<file path="src/rtl/proc_pkg.sv">
// Shared types and constants for the program launch sequencer.
package proc_pkg;

  typedef enum logic [2:0] {
    IDLE     = 3'd0,
    ARMED    = 3'd1,
    LAUNCH   = 3'd2,
    RUN      = 3'd3,
    FINISHED = 3'd4
  } launch_state_t;

  localparam int PROG_IDX_W = 2;

  localparam int DEF_BASE0 = 0;
  localparam int DEF_BASE1 = 100;
  localparam int DEF_BASE2 = 200;
  localparam int DEF_BASE3 = 300;

endpackage

</file>
<file path="src/rtl/edge_det.sv">
// Registers Start once and reports single-cycle rise/fall strobes.
module edge_det (
  input  logic Clk,
  input  logic Reset,
  input  logic Start,
  output logic Rise,
  output logic Fall
);

  logic start_r;

  always_ff @(posedge Clk) begin
    if (Reset) begin
      start_r <= 1'b0;
    end else begin
      start_r <= Start;
    end
  end

  assign Rise = Start & ~start_r;
  assign Fall = ~Start & start_r;

endmodule

</file>
<file path="src/rtl/prog_launch_ctrl.sv">
// Program launch sequencer: Start/Done handshake, program selection, PC load and core hold.
// Optional macro PROG_LAUNCH_CYCLE_COUNT_EN adds a saturating RUN-cycle counter output.
//
// Handshake: a Start rise arms the block (from IDLE or FINISHED); the following
// Start fall launches the next program with a one-cycle PcLoad. Done is a level,
// looked at only in RUN; Ack is a level held from FINISHED until the next rise.
module prog_launch_ctrl
  import proc_pkg::*;
#(
  parameter int A         = 10,
  parameter int NUM_PROGS = 3,
  parameter int BASE0     = DEF_BASE0,
  parameter int BASE1     = DEF_BASE1,
  parameter int BASE2     = DEF_BASE2,
  parameter int BASE3     = DEF_BASE3
) (
  input  logic                  Clk,
  input  logic                  Reset,
  input  logic                  Start,
  input  logic                  Done,
  output logic                  PcLoad,
  output logic [A-1:0]          PcTarget,
  output logic                  CoreHold,
  output logic [PROG_IDX_W-1:0] ProgIndex,
  output logic                  Ack,
  output launch_state_t         DbgState
`ifdef PROG_LAUNCH_CYCLE_COUNT_EN
  ,
  output logic [31:0]           CycleCount
`endif
);

  localparam logic [PROG_IDX_W-1:0] LAST_IDX = PROG_IDX_W'(NUM_PROGS - 1);
  localparam logic [A-1:0]          B0       = A'(BASE0);
  localparam logic [A-1:0]          B1       = A'(BASE1);
  localparam logic [A-1:0]          B2       = A'(BASE2);
  localparam logic [A-1:0]          B3       = A'(BASE3);

  launch_state_t           state;
  launch_state_t           state_nxt;
  logic [PROG_IDX_W-1:0]   pending;
  logic                    rise;
  logic                    fall;

  function automatic logic [A-1:0] base_of(input logic [PROG_IDX_W-1:0] idx);
    case (idx)
      2'd0:    return B0;
      2'd1:    return B1;
      2'd2:    return B2;
      default: return B3;
    endcase
  endfunction

  edge_det u_edge_det (
    .Clk   (Clk),
    .Reset (Reset),
    .Start (Start),
    .Rise  (rise),
    .Fall  (fall)
  );

  always_ff @(posedge Clk) begin
    if (Reset) begin
      state     <= IDLE;
      pending   <= '0;
      ProgIndex <= '0;
      PcTarget  <= B0;
    end else begin
      state <= state_nxt;
      if (state == ARMED && fall) begin
        ProgIndex <= pending;
        PcTarget  <= base_of(pending);
      end
      // Pending advances as the launch is issued, so the next round picks the next program.
      if (state == LAUNCH) begin
        pending <= (pending == LAST_IDX) ? '0 : pending + PROG_IDX_W'(1);
      end
    end
  end

  // Outputs depend on the registered state only; Start/Done reach them solely through state.
  always_comb begin
    state_nxt = state;
    PcLoad    = 1'b0;
    CoreHold  = 1'b1;
    Ack       = 1'b0;
    case (state)
      IDLE: begin
        if (rise) state_nxt = ARMED;
      end
      ARMED: begin
        if (fall) state_nxt = LAUNCH;
      end
      LAUNCH: begin
        PcLoad    = 1'b1;
        state_nxt = RUN;
      end
      RUN: begin
        CoreHold = 1'b0;
        if (Done) state_nxt = FINISHED;
      end
      FINISHED: begin
        Ack = 1'b1;
        if (rise) state_nxt = ARMED;
      end
      default: begin
        state_nxt = IDLE;
      end
    endcase
  end

  assign DbgState = state;

`ifdef PROG_LAUNCH_CYCLE_COUNT_EN
  always_ff @(posedge Clk) begin
    if (Reset) begin
      CycleCount <= '0;
    end else if (state == LAUNCH) begin
      CycleCount <= '0;
    end else if (state == RUN && CycleCount != 32'hFFFF_FFFF) begin
      CycleCount <= CycleCount + 32'd1;
    end
  end
`endif

endmodule

</file>
<file path="config.mk">
export PLATFORM = sky130hd
export DESIGN_NAME = prog_launch_ctrl
export DESIGN_NICKNAME = d
export VERILOG_FILES = /design/src/rtl/proc_pkg.sv /design/src/rtl/edge_det.sv /design/src/rtl/prog_launch_ctrl.sv
export SDC_FILE = /design/constraint.sdc
export NUM_CORES = 1
export LEC_CHECK = 0
export CELL_PAD_IN_SITES_DETAIL_PLACEMENT = 0
export CELL_PAD_IN_SITES_GLOBAL_PLACEMENT = 1
export CORE_UTILIZATION = 32
export DETAILED_ROUTE_END_ITERATION = 8
export GPL_TIMING_DRIVEN = 0
export PLACE_DENSITY = 0.85
export REMOVE_ABC_BUFFERS = 1
export SETUP_SLACK_MARGIN = 0.1
export SLEW_MARGIN = 20
export SYNTH_ARGS = -nofsm -noshare
export SYNTH_HDL_FRONTEND = slang
export SYNTH_SLANG_ARGS = --single-unit
</file>
<file path="constraint.sdc">
create_clock -name Clk -period 3.41 [get_ports Clk]
set_input_delay 0.341 -clock Clk [delete_from_list [all_inputs] [get_ports Clk]]
set_output_delay 0.341 -clock Clk [all_outputs]
set_load 0.1 [all_outputs]
</file>
# Yosys cells after proc, flatten, opt, wreduce, memory -nomap -nowiden
# Cells that the tools add are included.
[word_totals]
in_bits = 4
register_bits = 18
[op_classes]
reduce_logical = 5
n_addsub = 1
mux = 9
eq_ne = 9
bitwise = 4
[ops]
columns = ["op", "n"]
rows = [
  ["$pmux W9 S3", 1],
  ["$pmux W3 S4", 1],
  ["$mux W3", 3],
  ["$eq A3 B2 Y1 const B", 2],
  ["$ne A2 B2 Y1 const B", 2],
  ["$eq A3 B1 Y1 const B", 1],
  ["$eq A3 B3 Y1 const B", 1],
  ["$logic_not A3 Y1", 1],
  ["$mux W1", 3],
  ["$reduce_and A3 Y1", 1],
  ["$add A2 B1 Y2 const B", 1],
  ["$and A1 B1 Y1", 2],
  ["$eq A2 B1 Y1 const B", 1],
  ["$eq A2 B2 Y1 const B", 1],
  ["$logic_not A2 Y1", 1],
  ["$mux W2", 1],
  ["$ne A2 B1 Y1 const B", 1],
  ["$not A1 Y1", 2],
  ["$reduce_or A2 Y1", 1],
  ["$logic_and A1 B1 Y1", 1],
]

# Depth between registers and ports, before layout
# Gate-level depths: netlist (run 1).
[logic_depth]
word_depth = 4
ltp_mapped = 5
depth_no_buf = 5

# By module
# Synthesis (run 1) repeated with hierarchy kept, for this count alone.
[hier_totals]
hier_cells = 69
area_unflattened_um2 = 664.4
[by_module_without_submodules]
columns = ["module", "instances", "area_per_inst_um2", "cells_each"]
rows = [
  ["prog_launch_ctrl", 1, 625.6, 65],
  ["edge_det", 1, 38.8, 4],
]

# Worst setup path before layout (run 1)
# Ideal clock, no wire load.
[synth_timing]
kind = "reg2reg"
from = "register state[1] (netlist: DbgState[1])"
to = "register pending[0]"
setup_slack_ns = 0.457
n_path_buf = 0
setup_ns = 0.126
t_arrival_ns = 2.828
path_stages_with_launch = 4
period_less_slack_ns = 2.953
path_cell_list = "dfxtp_1 > nor3b_2 > mux2i_1 > nor2_1"
[synth_via]
elab_chain_len = 1
[synth_rtl]
columns = ["element", "line_no", "rtl"]
rows = [
  ["from (decl)", "prog_launch_ctrl.sv:39", "launch_state_t state;"],
  ["from (signal assigned)", "prog_launch_ctrl.sv:69", "state <= state_nxt;"],
  ["$eq A3 B2 Y1", "prog_launch_ctrl.sv:75", "if (state == LAUNCH) begin"],
  ["to (signal assigned)", "prog_launch_ctrl.sv:76", "pending <= (pending == LAST_IDX) ? '0 : pending + PROG_IDX_W'(1);"],
  ["to (decl)", "prog_launch_ctrl.sv:41", "logic [PROG_IDX_W-1:0] pending;"],
]
# No other way between the ends.
# A chain may end at the register's enable or synchronous reset.

# Final worst setup path (run 1)
[layout_timing]
from = "register state[1] (netlist: DbgState[1])"
to = "output port PcLoad"
[layout_via]
elab_chain_len = 2
[layout_rtl]
columns = ["element", "line_no", "rtl"]
rows = [
  ["$eq A3 B2 Y1", "prog_launch_ctrl.sv:87", "case (state)"],
  ["$mux W1", "prog_launch_ctrl.sv:87", ""],
  ["to (decl)", "prog_launch_ctrl.sv:21", "output logic PcLoad,"],
]
# No other way between the ends.

==> results.py, run 1 <==
metrics = {
    "timing": {
        "finalWorstSetupSlack_ns": 0.752,
        "hold_violations": 0,
        "worst-slew-pin-transition_ns": 0.973,
        "drv_slew": 0,
        "rsz0062_at_grt": "false",
        "fin_crit_sh": 0.780,
        "setup_viol": 0,
        "max_freq_mhz": 376,
        "fin_crit_ns": 2.66,
        "fin_skew_ns": 0.00554,
        "hold_slack_ns": 0.479,
        "fin_tns_setup_ns": 0,
        "max-slew-margin-rel": 0.349,
    },
    "cts": {
        "cts_root_buffer": "clkbuf_4",
        "cts_max_path_buffers": 2,
        "clk_pin_slew_ns": 0.08,
        "cts_tree": "done",
        "ctsHoldBuffers": 0,
        "clk_latency_ns": 0.28,
        "htreeDepth": 1,
        "post_cts_buffers": 0,
        "cts_sinks": 13,
        "cts-buffers-inserted": 3,
        "ctsResizeCount": 0,
    },
    "finish": {
        "post-route-util": 0.439,
        "areaGrowthSynthToFinish_pct": 27.5,
        "multi_input_area_um2": 372,
        "regArea_um2": 260,
        "layout-drive-gt1-share": 0.0440,
        "final_nets": 100,
        "final_cells": 118,
        "antenna_cells": 0,
        "mostFrequentLayoutCell": "clkdlybuf4s50_1",
        "nFillCells": 198,
        "layout_common_cells": "clkdlybuf4s50_1 (17), dfxtp_1 (13), nand2b_1 (10)",
        "final_area_um2": 870,
    },
    "grt": {
        "grt-ovfl-total": 0,
        "antenna_found_initial": 0,
        "grt_pass1_vias": 477,
        "grt_max_degree": 21,
        "grt_usage": 0.133,
        "grt_pass1_wl_um": 2080,
    },
    "route": {
        "ant_nets": 0,
        "drt_iter0_drc": 11,
        "viasPerCell": 4.53,
        "wire_per_inst_um": 10.6,
        "drc_errors": 0,
        "routed_wl_um": 1250,
        "vias": 535,
        "drtPass1Iterations": 4,
    },
    "yosys": {
        "synth.area.top_cells": "dfxtp_1 (38%), nand2b_1 (9.2%), ha_1 (7.3%)",
        "postSynthCellCount": 76,
        "synth_seq_cells": 13,
        "syn_area_um2": 682,
        "synth_top_area_frac": 0.382,
        "ys.warnings.count": 0,
        "yosysSeqAreaShare": 0.382,
        "synth_largest_area_cell": "dfxtp_1",
        "synth_cell_types": 25,
        "synth_area_per_cell_um2": 8.97,
    },
    "min_path": {
        "holdPathStages": 2,
        "hp-class": "flip-flop to flip-flop",
    },
    "power_and_ir_drop": {
        "vdd_drop_max_mv": 0.226,
        "p_leak_nw": 0.303,
        "p_total_uw": 320,
        "power_density_nw_per_um2": 368,
    },
    "placed_design": {
        "placed_cells": 114,
        "detailedPlace.worstSlack_ns": 1.07,
        "place_area_um2": 843,
        "dpl.hpwl_um": 883,
        "placement.io_buffers": 17,
        "gp_congestion": 0.716,
    },
    "critical_path": {
        "worstSetupPathType": "flip-flop to output pin",
        "cp.required_ns": 3.07,
        "critPathMaxFanout": 9,
        "start_kind": "flip-flop",
        "cp-end-kind": "output pin",
        "r2r_cells": 3,
        "critPathArrivalTime_ns": 2.32,
    },
    "flow_run": {
        "cap_violations": 0,
    },
    "floorplanning": {
        "die_h_um": 48.2,
        "core_area_um2": 1980,
        "io_pins": 22,
        "dieArea_um2": 2320,
        "initial_core_util": 0.344,
        "num_rows": 16,
        "die_w_um": 48.2,
    },
    "outcome": {
        "status": "finished, final reports clean",
    },
}
==> critical path: stages, from the launching register on <==
cell and delay [ns]:
dfxtp_1 0.48, nor3b_2 0.36, clkdlybuf4s50_1 1.20
==> final timing paths <==
check,from,endpoint,slack (ns)
max reg2reg,DbgState[0]$_SDFFE_PP0P_,PcTarget[8]$_SDFFE_PP0P_,1.87
max,DbgState[1]$_SDFFE_PP0P_,PcLoad,0.75
min reg2reg,PcTarget[6]$_SDFFE_PP0P_,PcTarget[6]$_SDFFE_PP0P_,0.48
min,PcTarget[6]$_SDFFE_PP0P_,PcTarget[6]$_SDFFE_PP0P_,0.48
==> state kept, by name (all words and copies together) (netlist names) <==
name and cells:
PcTarget 5, DbgState 3, ProgIndex 2, pending 2
u_edge_det.start_r 1
==> kinds of logic after synthesis <==
family	count (synthesis)	share of synthesized area
simple gates	32	0.281
flops	13	0.382
buf+inv	11	0.0899
compound gates	10	0.0954
mux	5	0.0734
fa+ha+maj	4	0.0734
other cells	1	0.00550
==> synth_stat cells, drive strengths merged <==
master and n:
and2b 1, nand2b 10, nand3 2, nor3b 1
a21oi 1, buf 5, nor2b 4, a211oi 1
and2 1, dfxtp 13, or4 2, o31ai 1
nand3b 1, conb 1, nand4bb 1, o21ai 4
a22oi 1, o41ai 2, nor2 6, clkbuf 4
nand2 3, ha 4, mux2i 5, inv 2
==> report_power, final <==
part	switching [mW]	leakage, nW	internal [mW]
combinational	0.0484	0.182	0.0150
sequential	0.00474	0.105	0.155
clock	0.0516	0.0150	0.0455
total	0.105	0.303	0.215
==> area by class of cell <==
cell class / count / area share
tap: 27 / 0.0388
multi-input combinational: 55 / 0.427
clock buffer: 4 / 0.0302
timing repair buffer: 17 / 0.196
inverter: 2 / 0.00863
sequential: 13 / 0.299
==> routing by layer <==
layer / global-route usage / wire length (um)
met5: 0 / 0
met2: 0.205 / 557
met4: 0.0333 / 13
met1: 0.164 / 613
met3: 0.0704 / 66
Power figures use the tool's default switching activity.
==> run 2: changes to the inputs <==
CORE_UTILIZATION = 29   (was 32)
PLACE_DENSITY = 0.82   (was 0.85)
clock period = 2.3 ns   (was 3.41 ns; I/O delays follow)
==> results.py, run 2 (synthesis gave the netlist of run 1 again) <==
metrics = {
    "cts": {
        "clk_latency_ns": 0.27,
        "htreeDepth": 1,
        "cts-buffers-inserted": 3,
        "cts_max_path_buffers": 2,
        "cts_root_buffer": "clkbuf_4",
        "ctsHoldBuffers": 0,
        "cts_sinks": 13,
        "clk_pin_slew_ns": 0.08,
        "cts_tree": "done",
    },
    "finish": {
        "layout_common_cells": "dfxtp_1 (13), clkdlybuf4s50_1 (11), nand2b_1 (10)",
        "final_area_um2": 860,
        "final_nets": 100,
        "top_register": "PcTarget",
        "mostFrequentLayoutCell": "dfxtp_1",
        "antenna_cells": 0,
        "layout-drive-gt1-share": 0.0769,
        "nFillCells": 249,
        "areaGrowthSynthToFinish_pct": 26.1,
        "final_cells": 119,
        "post-route-util": 0.389,
        "largest_register_ff_count": 5,
    },
    "floorplanning": {
        "initial_core_util": 0.308,
        "die_w_um": 50.5,
        "num_rows": 17,
        "die_h_um": 50.5,
        "dieArea_um2": 2550,
        "core_area_um2": 2210,
        "io_pins": 22,
    },
    "power_and_ir_drop": {
        "vdd_drop_max_mv": 0.432,
        "power_density_nw_per_um2": 549,
        "p_leak_nw": 0.342,
    },
    "timing": {
        "fin_crit_ns": 2.03,
        "drv_slew": 0,
        "hold_violations": 0,
        "hold_slack_ns": 0.478,
        "max_freq_mhz": 494,
        "max-slew-margin-rel": 0.347,
        "setup_viol": 0,
        "fin_skew_ns": 0.00270,
        "fin_crit_sh": 0.881,
        "finalWorstSetupSlack_ns": 0.275,
        "worst-slew-pin-transition_ns": 0.977,
        "rsz0062_at_grt": "false",
    },
    "grt": {
        "grt_pass1_wl_um": 2180,
        "antenna_found_initial": 0,
        "grt_pass1_vias": 498,
        "grt-ovfl-total": 0,
        "grt_max_degree": 21,
        "grt_usage": 0.114,
    },
    "critical_path": {
        "critPathArrivalTime_ns": 1.80,
        "crit_start": "DbgState[2]$_SDFFE_PP0P_",
        "r2r_setup_slack_ns": 0.79,
        "critical_path.slowest_cell": "dlygate4sd2_1",
        "worst-path-stages": 1,
        "slowest_delay_ns": 0.91,
        "worstSetupPathType": "flip-flop to output pin",
        "cp.required_ns": 2.07,
        "crit_chain": "dlygate4sd2_1",
        "r2r_start": "DbgState[1]$_SDFFE_PP0P_",
        "crit_family": "buffers and inverters",
        "start_kind": "flip-flop",
        "worst-path-buf-inv": 1,
        "critPathMaxFanout": 14,
        "r2r_cells": 3,
        "r2r-end": "PcTarget[6]$_SDFFE_PP0P_",
        "critPathCapture": "DbgState[2]",
        "cp-end-kind": "output pin",
    },
    "route": {
        "wire_per_inst_um": 11.0,
        "drc_errors": 0,
        "dr_wl_met3_um": 61,
        "routed_wl_um": 1310,
        "drtPass1Iterations": 4,
        "viasPerCell": 4.63,
        "wl_met1_um": 651,
        "drt_iter0_drc": 1,
        "wl_met2_um": 599,
        "routed.top_layer": "met3",
        "ant_nets": 0,
        "vias": 551,
    },
    "placed_design": {
        "detailedPlace.worstSlack_ns": 0.0727,
        "dpl.hpwl_um": 900,
        "placed_cells": 115,
        "gp_congestion": 0.732,
        "place_area_um2": 845,
        "placement.io_buffers": 17,
    },
    "outcome": {
        "status": "finished, final reports clean",
    },
    "min_path": {
        "hp-class": "flip-flop to flip-flop",
    },
    "flow_run": {
        "cap_violations": 0,
    },
}
## run 2: changes by cell type in the layout (fill, tap and decap cells not counted), sizes merged
cell | before | now
clkbuf | 4 | 7
dlymetal6s2s | 0 | 2
dlygate4sd2 | 0 | 1
clkdlybuf4s50 | 17 | 11
## run 2: what timing repair did
item | 4_1_cts | 5_1_grt
gates resized for setup | 4 | 8
setup buffers | 0 | 0
gates cloned | 0 | 0
endpoints found under the setup margin | 4 | 5
## run 2: worst reg2reg max path: stages (launching register included)
cell,delay [ns]
dfxtp_1,0.38
nand4bb_1,0.40
nor2_1,0.44
mux2i_1,0.23
## run 2: per-layer routing
layer,up-vias,global-route usage
li1,278,-
met1,258,0.132
met2,15,0.193
met3,0,0.0455
met4,0,0.0278
met5,-,0
## run 2: per-stage QoR
stage	setup TNS, ns	power [mW]
after floorplan	-1.71	0.314
after global placement	0	0.334
after detailed placement	0	0.336
after CTS	0	0.486
after global routing	0	0.498
final	0	0.471
## run 2: where the power goes
group          leakage [nW]  switching, mW  internal [mW]
combinational         0.222         0.0715         0.0214
clock                0.0150         0.0754         0.0672
sequential            0.105        0.00660          0.229
total                 0.342          0.154          0.318
## run 2: how the worst min path moves through the flow
stage / end / start / slack (ns) / depth (start not counted)
floorplan: DbgState[2]$_SDFFE_PP0P_ / Reset / 0.30 / 1
global placement: PcTarget[6]$_SDFFE_PP0P_ / PcTarget[6]$_SDFFE_PP0P_ / 0.46 / 2
detailed placement: PcTarget[7]$_SDFFE_PP0P_ / PcTarget[7]$_SDFFE_PP0P_ / 0.47 / 2
CTS: PcTarget[8]$_SDFFE_PP0P_ / PcTarget[8]$_SDFFE_PP0P_ / 0.49 / 2
global route: PcTarget[8]$_SDFFE_PP0P_ / PcTarget[8]$_SDFFE_PP0P_ / 0.49 / 2
finish: PcTarget[7]$_SDFFE_PP0P_ / PcTarget[7]$_SDFFE_PP0P_ / 0.48 / 2
## run 2: area by class of cell
class / instances / area (um^2) / area share
Sequential cell: 13 / 260 / 0.303
Timing Repair Buffer: 17 / 159 / 0.185
Clock buffer: 4 / 26.3 / 0.0306
Inverter: 2 / 7.51 / 0.00873
Multi-Input combinational cell: 55 / 372 / 0.432
Tap cell: 28 / 35.0 / 0.0408
